### src/rtl/custom_instr_initiator_pkg.sv
// -----------------------------------------------------------------------------
// custom_instr_initiator_pkg
// Shared definitions for the custom-instruction blocks:
//   FLT_DATA_WIDTH - default operand/result width
//   OP_*           - opcode values carried on cmd_n / ci_n
//   ST_*           - initiator FSM state encodings (also seen on dbg_state)
//   op_is_legal    - true for opcodes the receiver understands
// -----------------------------------------------------------------------------
package custom_instr_initiator_pkg;

   localparam int FLT_DATA_WIDTH = 32;

   // Opcodes understood by the receiver. Anything above OP_READ is illegal
   // and is answered locally with an error response.
   localparam logic [1:0] OP_CLEAR = 2'd0;
   localparam logic [1:0] OP_GO    = 2'd1;
   localparam logic [1:0] OP_READ  = 2'd2;

   // Initiator FSM encodings.
   localparam logic [1:0] ST_IDLE    = 2'd0;
   localparam logic [1:0] ST_ISSUE   = 2'd1;
   localparam logic [1:0] ST_WAIT    = 2'd2;
   localparam logic [1:0] ST_RESPOND = 2'd3;

   // The opcode is zero-extended by the caller so one function serves any
   // opcode width.
   function automatic logic op_is_legal(input logic [31:0] op);
      return (op == 32'(OP_CLEAR)) || (op == 32'(OP_GO)) || (op == 32'(OP_READ));
   endfunction

endpackage

### src/rtl/ci_cmd_fifo.sv
// -----------------------------------------------------------------------------
// ci_cmd_fifo
// Command queue for the custom-instruction initiator. Pointer-based FIFO with
// one extra wrap bit per pointer so full and empty are distinguishable.
// Ports:
//   clk, rst      - clock, asynchronous active-high reset (empties the queue)
//   push, wr_data - write one entry (ignored when full)
//   pop           - drop the head entry (ignored when empty)
//   rd_data       - head entry, valid while !empty
//   full, empty   - occupancy flags
// DEPTH must be a power of two and at least 2.
// -----------------------------------------------------------------------------
module ci_cmd_fifo #(
   parameter int WIDTH = 66,
   parameter int DEPTH = 4
) (
   input  logic             clk,
   input  logic             rst,
   input  logic             push,
   input  logic [WIDTH-1:0] wr_data,
   input  logic             pop,
   output logic [WIDTH-1:0] rd_data,
   output logic             full,
   output logic             empty
);

   localparam int AW = $clog2(DEPTH);

   logic [WIDTH-1:0] mem [DEPTH];
   logic [AW:0]      wr_ptr;
   logic [AW:0]      rd_ptr;
   logic             do_push;
   logic             do_pop;

   assign empty   = (wr_ptr == rd_ptr);
   assign full    = (wr_ptr[AW] != rd_ptr[AW]) && (wr_ptr[AW-1:0] == rd_ptr[AW-1:0]);
   assign do_push = push && !full;
   assign do_pop  = pop && !empty;
   assign rd_data = mem[rd_ptr[AW-1:0]];

   // Storage needs no reset: nothing is read while the pointers say empty.
   always_ff @(posedge clk) begin
      if (do_push) begin
         mem[wr_ptr[AW-1:0]] <= wr_data;
      end
   end

   always_ff @(posedge clk or posedge rst) begin
      if (rst) begin
         wr_ptr <= '0;
         rd_ptr <= '0;
      end else begin
         if (do_push) begin
            wr_ptr <= wr_ptr + (AW+1)'(1);
         end
         if (do_pop) begin
            rd_ptr <= rd_ptr + (AW+1)'(1);
         end
      end
   end

endmodule

### src/rtl/custom_instr_initiator.sv
// -----------------------------------------------------------------------------
// custom_instr_initiator
// Queues host commands and issues them one at a time to a custom-instruction
// receiver, returning exactly one response per accepted command, in order.
//
// Handshakes: a transfer happens on a rising clk edge where valid and ready
// are both high; valid never waits on ready, and the payload must stay stable
// while valid is high and ready is low. This holds for cmd_* (host -> queue)
// and rsp_* (initiator -> host).
//
// Ports:
//   clk, rst                 - clock, asynchronous active-high reset
//   hold                     - host stall; gates ci_clk_en and freezes WAIT
//   cmd_valid/ready/n/a/b    - command input (opcode 0 CLEAR, 1 GO, 2 READ)
//   rsp_valid/ready/data/err - response output; err = timeout or bad opcode
//   ci_clk_en, ci_start      - receiver clock enable and one-cycle start
//   ci_n, ci_x_one, ci_x_two - opcode and operands, stable until done
//   ci_done, ci_result       - receiver completion and result
//   dbg_state                - current FSM state (ST_* encodings)
// -----------------------------------------------------------------------------
module custom_instr_initiator #(
   parameter int FLT_DATA_WIDTH = custom_instr_initiator_pkg::FLT_DATA_WIDTH,
   parameter int N_WIDTH        = 2,
   parameter int FIFO_DEPTH     = 4,
   parameter int TIMEOUT_CYCLES = 1024
) (
   input  logic                      clk,
   input  logic                      rst,
   input  logic                      hold,
   input  logic                      cmd_valid,
   output logic                      cmd_ready,
   input  logic [N_WIDTH-1:0]        cmd_n,
   input  logic [FLT_DATA_WIDTH-1:0] cmd_a,
   input  logic [FLT_DATA_WIDTH-1:0] cmd_b,
   output logic                      rsp_valid,
   input  logic                      rsp_ready,
   output logic [FLT_DATA_WIDTH-1:0] rsp_data,
   output logic                      rsp_err,
   output logic                      ci_clk_en,
   output logic                      ci_start,
   output logic [N_WIDTH-1:0]        ci_n,
   output logic [FLT_DATA_WIDTH-1:0] ci_x_one,
   output logic [FLT_DATA_WIDTH-1:0] ci_x_two,
   input  logic                      ci_done,
   input  logic [FLT_DATA_WIDTH-1:0] ci_result,
   output logic [1:0]                dbg_state
);

   import custom_instr_initiator_pkg::*;

   localparam int ENTRY_W = N_WIDTH + 2*FLT_DATA_WIDTH;
   localparam int CNT_W   = $clog2(TIMEOUT_CYCLES + 1);
   // Counter value during the last WAIT cycle allowed before timing out.
   localparam logic [CNT_W-1:0] CNT_LAST = CNT_W'(TIMEOUT_CYCLES - 1);

   logic [1:0]                state;
   logic [1:0]                state_nxt;
   logic                      fifo_full;
   logic                      fifo_empty;
   logic                      fifo_push;
   logic                      fifo_pop;
   logic [ENTRY_W-1:0]        fifo_wr_data;
   logic [ENTRY_W-1:0]        fifo_rd_data;
   logic [N_WIDTH-1:0]        head_n;
   logic [FLT_DATA_WIDTH-1:0] head_a;
   logic [FLT_DATA_WIDTH-1:0] head_b;
   logic                      head_legal;
   logic                      illegal_q;
   logic [CNT_W-1:0]          wait_cnt;

   // ---------------------------------------------------------------------
   // Command queue
   // ---------------------------------------------------------------------
   // rst is folded in so the host sees no ready while reset is asserted.
   assign cmd_ready    = !fifo_full && !rst;
   assign fifo_push    = cmd_valid && cmd_ready;
   assign fifo_wr_data = {cmd_n, cmd_a, cmd_b};

   ci_cmd_fifo #(
      .WIDTH (ENTRY_W),
      .DEPTH (FIFO_DEPTH)
   ) u_fifo (
      .clk     (clk),
      .rst     (rst),
      .push    (fifo_push),
      .wr_data (fifo_wr_data),
      .pop     (fifo_pop),
      .rd_data (fifo_rd_data),
      .full    (fifo_full),
      .empty   (fifo_empty)
   );

   assign {head_n, head_a, head_b} = fifo_rd_data;
   assign head_legal = op_is_legal(32'(head_n));

   // ---------------------------------------------------------------------
   // FSM
   // ---------------------------------------------------------------------
   // ISSUE normally lasts one cycle. If hold rises during ISSUE the state is
   // kept so that the single ci_start pulse always coincides with
   // ci_clk_en = 1. Illegal opcodes never touch the receiver, so they leave
   // ISSUE immediately regardless of hold.
   always_comb begin
      state_nxt = state;
      case (state)
         ST_IDLE: begin
            if (!fifo_empty && !hold) state_nxt = ST_ISSUE;
         end
         ST_ISSUE: begin
            if (illegal_q)  state_nxt = ST_RESPOND;
            else if (!hold) state_nxt = ST_WAIT;
         end
         ST_WAIT: begin
            if (!hold && (ci_done || (wait_cnt == CNT_LAST))) state_nxt = ST_RESPOND;
         end
         ST_RESPOND: begin
            if (rsp_ready) state_nxt = ST_IDLE;
         end
         default: state_nxt = ST_IDLE;
      endcase
   end

   assign fifo_pop  = (state == ST_ISSUE) && (illegal_q || !hold);
   assign ci_start  = (state == ST_ISSUE) && !illegal_q && !hold;
   assign ci_clk_en = (((state == ST_ISSUE) && !illegal_q) || (state == ST_WAIT)) && !hold;
   assign rsp_valid = (state == ST_RESPOND);
   assign dbg_state = state;

   always_ff @(posedge clk or posedge rst) begin
      if (rst) begin
         state     <= ST_IDLE;
         illegal_q <= 1'b0;
         ci_n      <= '0;
         ci_x_one  <= '0;
         ci_x_two  <= '0;
         rsp_data  <= '0;
         rsp_err   <= 1'b0;
         wait_cnt  <= '0;
      end else begin
         state <= state_nxt;
         case (state)
            ST_IDLE: begin
               // Operands are latched on entry to ISSUE, so they stay put
               // through ISSUE and WAIT even though the queue head moves on
               // when the entry is popped.
               if (!fifo_empty && !hold) begin
                  illegal_q <= !head_legal;
                  if (head_legal) begin
                     ci_n     <= head_n;
                     ci_x_one <= head_a;
                     ci_x_two <= head_b;
                  end
               end
            end
            ST_ISSUE: begin
               wait_cnt <= '0;
               if (illegal_q) begin
                  rsp_data <= '0;
                  rsp_err  <= 1'b1;
               end
            end
            ST_WAIT: begin
               // While held the counter freezes and ci_done is not looked at.
               if (!hold) begin
                  if (ci_done) begin
                     rsp_data <= ci_result;
                     rsp_err  <= 1'b0;
                  end else if (wait_cnt == CNT_LAST) begin
                     rsp_data <= '0;
                     rsp_err  <= 1'b1;
                  end else begin
                     wait_cnt <= wait_cnt + CNT_W'(1);
                  end
               end
            end
            default: begin
            end
         endcase
      end
   end

endmodule

### config.mk
export PLATFORM = sky130hd
export DESIGN_NAME = custom_instr_initiator
export DESIGN_NICKNAME = d
export VERILOG_FILES = /design/src/rtl/custom_instr_initiator_pkg.sv /design/src/rtl/ci_cmd_fifo.sv /design/src/rtl/custom_instr_initiator.sv
export SDC_FILE = /design/constraint.sdc
export NUM_CORES = 1
export LEC_CHECK = 0
export CAP_MARGIN = 15
export CORE_MARGIN = 2
export CORE_UTILIZATION = 57
export DETAILED_ROUTE_END_ITERATION = 12
export PLACE_DENSITY_LB_ADDON = 0.15
export SLEW_MARGIN = 20
export SYNTH_ARGS = -nofsm -noshare
export SYNTH_HDL_FRONTEND = slang
export SYNTH_SLANG_ARGS = --single-unit
### constraint.sdc
create_clock -name clk -period 13 [get_ports clk]
set_input_delay 1.95 -clock clk [delete_from_list [all_inputs] [get_ports clk]]
set_output_delay 1.95 -clock clk [all_outputs]
set_load 0.02 [all_outputs]
; Word-level counts from Yosys, hierarchy flattened
; Memory sizes are Yosys's and may differ from the RTL's.
; Cells that the tools add are included.
[totals]
regBits = 119
ramBits = 264
input_bits = 104
output_inout_bits = 105
word_cells = 84
n_memories = 1
[memory_table]
columns = memory, words, word_bits, read_ports, rd_clocked_by_memory_dff, write_ports, line_no
row1 = u_fifo.mem, 4, 66, 1, 0, 1, ci_cmd_fifo.sv:29  ; logic [WIDTH-1:0] mem [DEPTH];
[classes]
n_addsub = 3
eq_ne = 18
mux = 22
n_reduce_logical = 30
[ops]
columns = op, count
row1 = 2-to-1 mux 32 bit, 4
row2 = case mux 32 bit (2 select lines), 1
row3 = 2-to-1 mux 11 bit, 3
row4 = case mux 11 bit (2 select lines), 1
row5 = != test 2 bit (second input constant), 6
row6 = AND reduction 4 bit, 3
row7 = adder 11 x 1 -> 11 bit (second input constant), 1
row8 = == test 11 x 10 -> 1 bit (second input constant), 1
row9 = logical AND 1 bit, 11
row10 = 2-to-1 mux 2 bit, 5
row11 = case mux 2 bit (4 select lines), 1
row12 = adder 3 x 1 -> 3 bit (second input constant), 2
row13 = == test 2 bit (second input constant), 3
row14 = zero test 1 bit, 6
row15 = 2-to-1 mux 1 bit, 6
row16 = != test 3 bit (second input constant), 2
row17 = logical OR 1 bit, 5
row18 = == test 2 x 1 -> 1 bit (second input constant), 2
row19 = zero test 2 bit, 2
row20 = == test 3 bit, 1
row21 = AND reduction 3 bit, 1
row22 = == test 2 bit, 1
row23 = != test 2 x 1 -> 1 bit (second input constant), 1
row24 = case mux 1 bit (2 select lines), 1
row25 = other kinds (3), 3

; Longest topological paths before layout
[logic_depth]
depth_word = 8
ltp_mapped = 8

; Cells and area by module
; From an unflattened synthesis, not the netlist that was laid out.
[hier_totals]
cells_unflattened = 745
area_unflattened_um2 = 14978.1
[modules_own_cells]
columns = module, n_inst, cells_each, area_per_inst_um2, seq_area_each_um2
row1 = ci_cmd_fifo, 1, 395, 10022.1, 8077.7
row2 = custom_instr_initiator, 1, 350, 4956.0, 2827.7

; Worst setup path after synthesis
; OpenSTA, ideal clock, no wires.
[synth_timing]
path_type = in2reg
from = in rst
to = mem u_fifo.mem[3][0], enable pin
setup_ns = 0.433
arrival_ns = 6.689
setup_slack_ns = 5.878
path_stages = 3
path_buffers = 0
cell_sequence = inv_1 -> o31a_1 -> and3_1
[synth_via]
elab_chain_cells = 6
[synth_rtl]
columns = item, line_no
row1 = start: declaration, custom_instr_initiator.sv:28  ; input logic rst,
row2 = zero test 1 bit (no source line), n/a
row3 = logical AND 1 bit, custom_instr_initiator.sv:75  ; assign cmd_ready = !fifo_full && !rst;
row4 = net cmd_ready, custom_instr_initiator.sv:31  ; output logic cmd_ready,
row5 = logical AND 1 bit, custom_instr_initiator.sv:76  ; assign fifo_push = cmd_valid && cmd_ready;
row6 = logical AND 1 bit, ci_cmd_fifo.sv:37  ; assign do_push = push && !full;
row7 = 2-to-1 mux 1 bit, ci_cmd_fifo.sv:43  ; if (do_push) begin
row8 = 2-to-1 mux 1 bit (not written as such), ci_cmd_fifo.sv:44  ; mem[wr_ptr[AW-1:0]] <= wr_data;
row9 = end: declaration, ci_cmd_fifo.sv:29
; The timed path passes the listed nets, and every way through them passes these cells.

; Worst setup path after layout
[layout_timing]
from = in rst
to = out cmd_ready
[layout_via]
elab_chain_cells = 2
[layout_rtl]
columns = item, line_no
row1 = zero test 1 bit (no source line), n/a
row2 = logical AND 1 bit, custom_instr_initiator.sv:75
row3 = end: declaration, custom_instr_initiator.sv:31
; No other way between the ends.

==> flow_summary.ini <==
[status]
status = finished, final reports clean

[clocking]
clk_pin_slew_ns = 0.06
cts_tree = done
htreeDepth = 2
cts_hold_buf = 0
cts_made_buffers = 39
ctsLongestPathBuffers = 3
worstSkewPairLatency_ns = 0.51
postCtsSetupBuffers = 0
cts_num_sinks = 383
cts_resized = 0
root_buffer = clkbuf_16

[yosys]
synth_nets = 808
synth_compound_area_frac = 0.0294
synth-xor-area-share = 0.00842
seq_area_frac_synth = 0.749
avgSynthCellArea_um2 = 21.0
synth-simple-area-share = 0.0235
ys_types = 47
synth-seq-cells = 383
yosys.area_share.adder = 0.00945
synth_top_family_by_area = multiplexers
synth_area_um2 = 14600
synth_cells = 693
synth-warning-count = 0
synthMuxAreaShare = 0.166

[cells_and_area]
syn_to_final_growth_pct = 25.6
final_cell_mix = 264 x edfxtp_1, 208 x clkdlybuf4s50_1, 117 x dfrtp_1, 66 x mux4_2, 49 x mux2_4
nets = 1031
final_cells = 1277
fillers = 1521
final_common_cell = edfxtp_1
drive_gt1_frac = 0.206

[timing]
slew_headroom = 0.280
worstMarginPinSlew_ns = 1.08
rsz0062_at_grt = false
finClkSkew_ns = 0.0142
drv_slew = 0
timing.setup.tns_ns = 0
whs_ns = 0.488
fmax_mhz = 170
finalHoldViolations = 0
setup_violations = 0
fin_crit_ns = 5.89
final.period_utilization = 0.453

[global_routing]
grt_overflow = 0
antenna_found_initial = 1
grt_max_degree = 70
grt_pass1_vias = 7855
grt_use_total = 0.215
grt_pass1_wl_mm = 43.9

[placement]
portBuffers = 208
dp_hpwl_mm = 16.4
dpl.cell_count = 1203
gp_congestion = 0.807

[worst_setup_path]
cp.required_ns = 11.05
end_kind = primary output
ff2ff_setup_slack_ns = 9.17
critical_path_class = in -> out
critPathMaxFanout = 60
critPathArrivalTime_ns = 3.94
cpPeakStageDelay_ns = 0.67
slowest_stage = clkdlybuf4s50_1
cpMostUsedCell = clkdlybuf4s50_1
r2r-end = ci_x_one[19]
reg2regPathDepth = 6
r2r_start = u_fifo.rd_ptr[0]
worstPathCellList = clkdlybuf4s50_1 -> inv_6 -> o31a_1 -> clkdlybuf4s50_1
start_kind = input pin

[detailed_routing]
vias = 7319
ant_nets = 0
drc_errors = 0
drt_first_pass_iters = 7
drtIter0Drc = 558
avgRoutedWirePerCell_um = 22.2
wl_mm = 28.4
via_per_inst = 5.73

[power_and_ir_drop]
ir_drop_v = 0.000173
powerDensity_nw_per_um2 = 230
p_leak_nw = 6.76

[floorplan]
die_w_um = 164
die_area_um2 = 26900
ioPinCount = 209
rows = 58
start_util = 0.580
core_um2 = 25100
dieHeight_um = 164

[run]
max_cap_viol_count = 0

[min_path]
hold_class = reg -> reg
hold_end = u_fifo.wr_ptr[2]
hold_start = u_fifo.wr_ptr[2]
whs_path_depth = 1
-- cell families after synthesis --
logic type / Yosys count
xor gates and xnor gates: 14
muxes: 132
DFF: 383
buffers and inverters: 42
and+or+nand+nor: 60
AOI/OAI and AO/OA: 51
adders and majority gates: 11
-- metal layers --
layer	global-route usage	up-vias	part of all wire
met5	0	-	0
met2	0.373	239	0.51
met3	0.0419	37	0.061
met1	0.287	3827	0.41
met4	0.0486	0	0.014
li1	-	3216	-
-- sequential cells by signal, indices dropped and copies added (netlist names) --
register       count
u_fifo.mem       264
dbg_state          2
u_fifo.rd_ptr      3
ci_x_two          32
ci_n               2
wait_cnt          11
rsp_data          32
rsp_err            1
ci_x_one          32
u_fifo.wr_ptr      3
illegal_q          1
-- critical path, delay by kind of cell --
kind                   cells  cell delay [ns]
AOI/OAI and AO/OA          1             0.35
buffers and inverters      3             1.59
-- cells in the mapped netlist (all sizes together) --
cell,n,area [µm²]
a211o,1,8.76
a211oi,2,15.0
a21oi,2,10.0
a221oi,1,15.0
a22o,32,280
a22oi,1,7.51
a32o,1,10.0
and2,1,6.26
and3,6,37.5
buf,18,128
clkbuf,13,48.8
clkinv,1,3.75
dfrtp,119,2980
edfxtp,264,7930
ha,11,138
inv,10,37.5
mux2,66,927
mux4,66,1490
nand2,6,22.5
nand2b,3,18.8
nand3,4,20.0
nand3b,2,15.0
nand4,2,18.8
nor2,16,60.1
nor2b,4,25.0
nor3,6,30.0
nor3b,4,40.0
nor4,2,18.8
nor4b,2,17.5
o2111ai,1,8.76
o21a,2,15.0
o21ai,4,20.0
o22a,1,8.76
o2bb2ai,1,8.76
o31a,1,8.76
o41a,1,11.3
or2,1,6.26
or3,1,6.26
xnor2,10,87.6
xor2,4,35.0
-- where the power goes --
group | internal (mW) | switching, mW
logic | 0.730 | 0.587
clock network | 0.670 | 0.433
registers | 1.58 | 0.218
-- final cells by class --
cell class | count | area (µm²) | share of cell area
Sequential cell | 383 | 10900 | 0.596
Multi-Input combinational cell | 268 | 3480 | 0.190
Timing Repair Buffer | 213 | 2150 | 0.118
Clock buffer | 55 | 1140 | 0.0622
Tap cell | 330 | 413 | 0.0226
Clock inverter | 16 | 154 | 0.00841
Inverter | 11 | 46.3 | 0.00253
Antenna cell | 1 | 2.50 | 0.000137
-- metrics by stage --
stage / setup slack, ns / utilization / cell area, µm² / total power [mW]
floorplan: 5.88 / - / 14600 / 2.61
global placement: 7.12 / 0.675 / 17000 / 3.09
detailed placement: 7.09 / 0.675 / 17000 / 3.14
CTS: 7.08 / 0.727 / 18200 / 4.26
global route: 6.96 / 0.729 / 18300 / 4.41
finish: 7.11 / 0.729 / 18300 / 4.21
-- worst max-delay path by stage --
stage,start,end,slack [ns]
2_1_floorplan,rst,u_fifo.mem[3][0],5.88
3_3_place_gp,rst,cmd_ready,7.12
3_5_place_dp,rst,cmd_ready,7.09
4_1_cts,rst,cmd_ready,7.08
5_1_grt,rst,cmd_ready,6.96
6_report,rst,cmd_ready,7.11
No activity file was read; power rests on OpenSTA's default activity.
